==> src/rtl/pet_io_slot_arbiter.sv <==
// Purpose: shares the PET E8xx I/O register bus between the 6502 and a secondary (host/debug) requester.
// Latency: a secondary access waits for an idle CE slot (or steals one after MAX_WAIT denials); ack 2 clk after the slot.
// Backpressure: the CPU is held off only by one withheld clock enable per stolen slot; dbg_req while busy is dropped.
module pet_io_slot_arbiter #(
    parameter int MAX_WAIT = 16,
    parameter int WAIT_W   = 8
) (
    input  logic       clk,
    input  logic       reset_n,
    input  logic       ce,
    output logic       cpu_ce,
    input  logic       cpu_cs,
    input  logic       cpu_we,
    input  logic [7:0] cpu_addr,
    input  logic [7:0] cpu_wdata,
    input  logic       dbg_req,
    input  logic       dbg_we,
    input  logic [7:0] dbg_addr,
    input  logic [7:0] dbg_wdata,
    output logic       dbg_busy,
    output logic       dbg_ack,
    output logic [7:0] dbg_rdata,
    output logic       dbg_stole,
    output logic       io_cs,
    output logic       io_we,
    output logic [7:0] io_addr,
    output logic [7:0] io_wdata,
    input  logic [7:0] io_rdata
);

    typedef enum logic [1:0] {
        IDLE = 2'd0,
        WAIT = 2'd1,
        DATA = 2'd2,
        ACK  = 2'd3
    } state_t;

    // Wait counter compare is done one bit wider so MAX_WAIT near 2^WAIT_W never wraps.
    localparam logic [WAIT_W:0] MAX_WAIT_X = (WAIT_W + 1)'(MAX_WAIT);
    localparam logic [WAIT_W:0] ONE_X      = (WAIT_W + 1)'(1);

    state_t            state;
    logic [WAIT_W-1:0] wait_cnt;
    logic              steal;
    logic              req_we;
    logic [7:0]        req_addr;
    logic [7:0]        req_wdata;

    logic              in_wait;
    logic              steal_slot;
    logic              sec_slot;
    logic [WAIT_W:0]   cnt_inc;

    assign in_wait    = (state == WAIT);
    // A stolen slot withholds the CPU's enable whether or not ce is high, so
    // the CPU never sees the enable belonging to the stolen slot.
    assign steal_slot = steal & in_wait;
    // Secondary owns the slot when it is stealing, or when the CPU is off the I/O bus.
    assign sec_slot   = ce & in_wait & (steal | ~cpu_cs);
    assign cnt_inc    = {1'b0, wait_cnt} + ONE_X;

    assign cpu_ce = ce & ~steal_slot;

    // I/O bus mux: latched request only on the secondary's slot clk, CPU otherwise.
    always_comb begin
        io_cs    = cpu_cs;
        io_we    = cpu_we;
        io_addr  = cpu_addr;
        io_wdata = cpu_wdata;
        if (sec_slot) begin
            io_cs    = 1'b1;
            io_we    = req_we;
            io_addr  = req_addr;
            io_wdata = req_wdata;
        end
    end

    // Request FSM: accept, wait for a slot (counting denials), capture read data, ack.
    always_ff @(posedge clk or negedge reset_n) begin
        if (!reset_n) begin
            state     <= IDLE;
            wait_cnt  <= '0;
            steal     <= 1'b0;
            req_we    <= 1'b0;
            req_addr  <= 8'h00;
            req_wdata <= 8'h00;
            dbg_busy  <= 1'b0;
            dbg_ack   <= 1'b0;
            dbg_rdata <= 8'hFF;
            dbg_stole <= 1'b0;
        end else begin
            dbg_ack   <= 1'b0;
            dbg_stole <= 1'b0;
            case (state)
                IDLE: begin
                    // Entering WAIT on this edge means a same-clk ce slot was
                    // already evaluated in IDLE, so the request starts at the next ce.
                    if (dbg_req) begin
                        req_we    <= dbg_we;
                        req_addr  <= dbg_addr;
                        req_wdata <= dbg_wdata;
                        dbg_busy  <= 1'b1;
                        wait_cnt  <= '0;
                        steal     <= (MAX_WAIT == 0);
                        state     <= WAIT;
                    end
                end
                WAIT: begin
                    if (sec_slot) begin
                        dbg_stole <= steal;
                        steal     <= 1'b0;
                        state     <= DATA;
                    end else if (ce && cpu_cs) begin
                        if (wait_cnt != {WAIT_W{1'b1}}) begin
                            wait_cnt <= cnt_inc[WAIT_W-1:0];
                        end
                        if (cnt_inc == MAX_WAIT_X) begin
                            steal <= 1'b1;
                        end
                    end
                end
                DATA: begin
                    // The I/O block's registered read data is valid on this clk.
                    dbg_rdata <= req_we ? 8'hFF : io_rdata;
                    dbg_ack   <= 1'b1;
                    state     <= ACK;
                end
                ACK: begin
                    dbg_busy <= 1'b0;
                    state    <= IDLE;
                end
                default: begin
                    state <= IDLE;
                end
            endcase
        end
    end

endmodule
==> config.mk <==
export PLATFORM = sky130hd
export DESIGN_NAME = pet_io_slot_arbiter
export DESIGN_NICKNAME = d
export VERILOG_FILES = /design/src/rtl/pet_io_slot_arbiter.sv
export SDC_FILE = /design/constraint.sdc
export NUM_CORES = 1
export LEC_CHECK = 0
export ABC_AREA = 1
export BUFFER_PORTS_ARGS = -buffer_cell sky130_fd_sc_hd__buf_2
export CAP_MARGIN = 20
export CORE_MARGIN = 2
export CORE_UTILIZATION = 40
export CTS_CLUSTER_SIZE = 40
export DETAILED_ROUTE_END_ITERATION = 8
export HOLD_SLACK_MARGIN = 0.12
export PLACE_DENSITY = 0.67
export SYNTH_ARGS = -nofsm -noshare
export SYNTH_HDL_FRONTEND = slang
export SYNTH_SLANG_ARGS = --single-unit
==> constraint.sdc <==
create_clock -name clk -period 1.78 [get_ports clk]
set_input_delay 0.089 -clock clk [delete_from_list [all_inputs] [get_ports clk]]
set_output_delay 0.089 -clock clk [all_outputs]
set_load 0.01 [all_outputs]
==> impl_metrics.csv <==
group,metric,value,unit
outcome,run_status,"complete, but fails checks",
outcome,failing_checks,"negative setup slack",
worst_setup_path,critical_path.reg2reg.startpoint,"state[1]$_DFFE_PN0P_",
layout,fillers,450,
routing,detail_route.first_pass.iterations,4,
logic_synthesis,postSynthCellCount,281,
worst_setup_path,worst_path_max_delay_cell,"sky130_fd_sc_hd__dfrtp_1",
clock_network,cts_inserted_buffers,5,
grt,grt_start_max_net_pins,40,
clock_network,clock_tree.root_cell,"sky130_fd_sc_hd__clkbuf_8",
logic_synthesis,ys_async_sr_fraction,100,%
die,rows,26,
logic_synthesis,netlist-cell-type-count,29,
routing,postRouteWirelength,5560,um
grt,global_route_wire_length_before_repair,9520,um
sta,post-route-min-period,1820,ps
logic_synthesis,synth_area,2120,um2
place,place_hpwl,3470,um
worst_setup_path,crit_arrival,1730,ps
grt,grt_pass1_vias,2205,
logic_synthesis,synth_enable_flop_cells,0,
die,die_h,76.7,um
grt,global_route.overflow_total,0,
logic_synthesis,synth.top_cells.by_area,"sky130_fd_sc_hd__dfrtp_1 37%, sky130_fd_sc_hd__nand2_1 25%, sky130_fd_sc_hd__dfstp_2 9.9%",
worst_setup_path,required_time_of_the_critical_path,1690,ps
routing,final_antenna_net_count,0,
routing,drc,0,
sta,final_critical_path_setup_slack,-42.1,ps
power_and_ir_drop,p_leak,1.67,nW
sta,worst_slew_margin_rel,67.2,%
clock_network,clock_latency,290,ps
sta,final.hold.worst_slack,139,ps
grt,met2_layer_usage_reported_by_global_route,36.7,%
logic_synthesis,synthesis.area_per_instance,7.53,um2
worst_setup_path,critical_path.max_fanout,5,
logic_synthesis,synth-seq-area-share,46.6,%
logic_synthesis,syn_nets,334,
worst_setup_path,critPathMaxStageDelay,410,ps
min_path,min_from,"dbg_req",
clock_network,cts.reportedPaths.clkPinSlew,80,ps
worst_setup_path,ff2ff_setup_slack,110,ps
sta,final_min_period_over_clock_period,102,%
layout,area_delta_synth_final,48.8,%
grt,antenna_found_initial,0,
sta,clock_skew,1.52,ps
clock_network,cts.path.max_buffers,2,
layout,layout-drive-gt1-share,33.5,%
layout,nNetsFinal,452,
grt,grt_busiest_layer,"met2",
sta,fmax,0.549,GHz
logic_synthesis,synth_top_flop_cell,"sky130_fd_sc_hd__dfrtp_1",
power_and_ir_drop,design_power_total,4.07,mW
min_path,hold_crit_class,"input port to register",
sta,worst_pin_slew,493,ps
routing,detail_route.iter0.violations,102,
logic_synthesis,synth-warning-count,0,
clock_network,cts_num_sinks,39,
place,gp_congestion,0.840,
die,die-area,5890,um2
sta,rsz0062_at_grt,"yes",
clock_network,cts_htree_levels,2,
flow_run,maxCapViolations,0,
die,core_area,5110,um2
sta,number_of_max_slew_violations_in_the_final_report,0,
grt,globalRouteMet3Util,4.94,%
logic_synthesis,synth.largest_area_cell,"sky130_fd_sc_hd__dfrtp_1",
power_and_ir_drop,power.ir.vdd_worst,993,uV
grt,grt_util_all_layers,19.8,%
die,design.portCount,77,
clock_network,tritoncts,"done",
worst_setup_path,worstSetupStartpointType,"register",
min_path,min_path_cells,4,
routing,routed-via-count,2162,
worst_setup_path,setup.worst_path.class,"register to output pin",
logic_synthesis,ys_seq_elements,39,
worst_setup_path,critPathTopFamily,"buffers and inverters",
worst_setup_path,count_of_buffer_and_inverter_cells_on_the_critical_path,4,
min_path,timing.hold.worst_endpoint,"dbg_busy$_DFFE_PN0P_",
worst_setup_path,r2r_cells,11,
layout,finalCoreUtilization,61.6,%
grt,global_routing_usage_on_met1,22.4,%
sta,finalHoldViolCount,0,
logic_synthesis,top_count_cell_post_synth,"sky130_fd_sc_hd__nand2_1",
worst_setup_path,path_common_cell,"sky130_fd_sc_hd__nand2_1",
worst_setup_path,regToRegEndpoint,"wait_cnt[2]$_DFFE_PN0P_",
logic_synthesis,yosys-top-cells-count,"143 x sky130_fd_sc_hd__nand2_1, 31 x sky130_fd_sc_hd__dfrtp_1, 17 x sky130_fd_sc_hd__inv_1",
sta,timing.final.setup_violations,12,
layout,num_antenna_cells,0,
logic_synthesis,netlist.area_leader.share,36.7,%
power_and_ir_drop,power_density,1290,nW/um2
routing,wl_per_cell,11.8,um
routing,vias_per_cell,4.60,
worst_setup_path,timing.critical_path.cells,"inv_2, ha_4, nand2_4, a21oi_4, buf_12, clkbuf_16, nand2_1, nand2_1, buf_2",
die,floorplan.initialDensity,41.4,%
die,floorplan.die.width,76.7,um
place,io_buffer_count,76,
worst_setup_path,endpoint_kind,"output pin",
power by group:
group / total (mW) / switching (mW) / internal (mW)
Clock: 0.742 / 0.325 / 0.417
Sequential: 1.55 / 0.242 / 1.30
Combinational: 1.78 / 0.990 / 0.789
registers in the layout (all words and copies together) (netlist names):
register   count
req_wdata      8
dbg_busy       1
req_we         1
dbg_stole      1
steal          1
wait_cnt       8
req_addr       8
state          2
dbg_rdata      8
dbg_ack        1
how the worst max path moves through the flow:
stage	startpoint	endpoint	slack (ps)	cells after the start
after floorplan	state[1]$_DFFE_PN0P_	io_addr[0]	230	9
after global placement	state[1]$_DFFE_PN0P_	state[1]$_DFFE_PN0P_	160	8
after detailed placement	state[1]$_DFFE_PN0P_	state[1]$_DFFE_PN0P_	70	8
after CTS	state[1]$_DFFE_PN0P_	io_wdata[0]	-20	8
after global routing	state[1]$_DFFE_PN0P_	io_addr[1]	-120	9
final	state[1]$_DFFE_PN0P_	io_wdata[7]	-40	9
layout by cell type (no fill, tap or decap), types with 2 or more instances in the layout:
cell type and count:
sky130_fd_sc_hd__nand2_1 142, sky130_fd_sc_hd__buf_2 76, sky130_fd_sc_hd__dfrtp_1 30, sky130_fd_sc_hd__dlygate4sd3_1 27, sky130_fd_sc_hd__inv_1 16, sky130_fd_sc_hd__o21ai_0 12
sky130_fd_sc_hd__nor2_1 11, sky130_fd_sc_hd__nand3_1 11, sky130_fd_sc_hd__buf_4 10, sky130_fd_sc_hd__o21ai_2 8, sky130_fd_sc_hd__dfstp_2 8, sky130_fd_sc_hd__a21oi_1 5
sky130_fd_sc_hd__ha_1 5, sky130_fd_sc_hd__clkbuf_8 5, sky130_fd_sc_hd__nand2_2 3, sky130_fd_sc_hd__buf_12 3, sky130_fd_sc_hd__a21oi_4 2, sky130_fd_sc_hd__inv_2 2
sky130_fd_sc_hd__nor3_1 2, sky130_fd_sc_hd__clkinv_1 2, sky130_fd_sc_hd__nand3_2 2, sky130_fd_sc_hd__clkbuf_16 2
cells by family (layout without fill, tap and decap cells):
| family | count (synthesis) | after routing | synth area share [%] |
|---|---|---|---|
| AO/OA/AOI/OAI | 29 | 29 | 9.17 |
| adder cells (fa/ha/maj) | 6 | 6 | 3.55 |
| buffers and inverters | 31 | 150 | 7.04 |
| flip-flops | 39 | 39 | 46.6 |
| AND/OR/NAND/NOR | 176 | 176 | 33.6 |
cell type report:
type	count	area, um2	area share (%)
inverter	22	90.1	2.86
sequential	39	987	31.4
clock inverter	3	43.8	1.39
tap	70	87.6	2.78
clock buffer	5	68.8	2.19
multi-input combinational	211	1010	32.0
timing repair buffer	120	862	27.4
timing repair:
item                                    in CTS  in global routing
resized for setup                            4                 11
setup buffers                                0                  4
gates cloned                                 0                  3
endpoints found under the setup margin      17                 41
hold buffers                                27                  0
pin swaps                                    0                  3
endpoints found under the hold margin       57                  0
layer usage:
layer | part of all wire, % | routed length [um]
met2 | 50 | 2780
met4 | 1.4 | 78
met5 | 0 | 0
met1 | 43 | 2390
met3 | 5.5 | 307
metrics by stage:
step / setup TNS [ps] / instances / instance area, um2 / worst slack (ps)
floorplan: 0 / 281 / 2120 / 235
global placement: 0 / 429 / 2620 / 160
detailed placement: 0 / 429 / 2620 / 65.6
CTS: -86.1 / 463 / 3010 / -16.2
global route: -1880 / 470 / 3150 / -125
finish: -291 / 470 / 3150 / -42.1
worst register-to-register path, cell delays in order, from the launching register on:
cell	delay, ps
sky130_fd_sc_hd__dfrtp_1	410
sky130_fd_sc_hd__inv_2	100
sky130_fd_sc_hd__ha_4	170
sky130_fd_sc_hd__nand2_4	60
sky130_fd_sc_hd__a21oi_4	180
sky130_fd_sc_hd__buf_12	160
sky130_fd_sc_hd__inv_6	70
sky130_fd_sc_hd__nand2_2	90
sky130_fd_sc_hd__nor2_4	50
sky130_fd_sc_hd__buf_12	150
sky130_fd_sc_hd__nand3_1	80
sky130_fd_sc_hd__o21ai_2	50
Power figures use the tool's default switching activity.
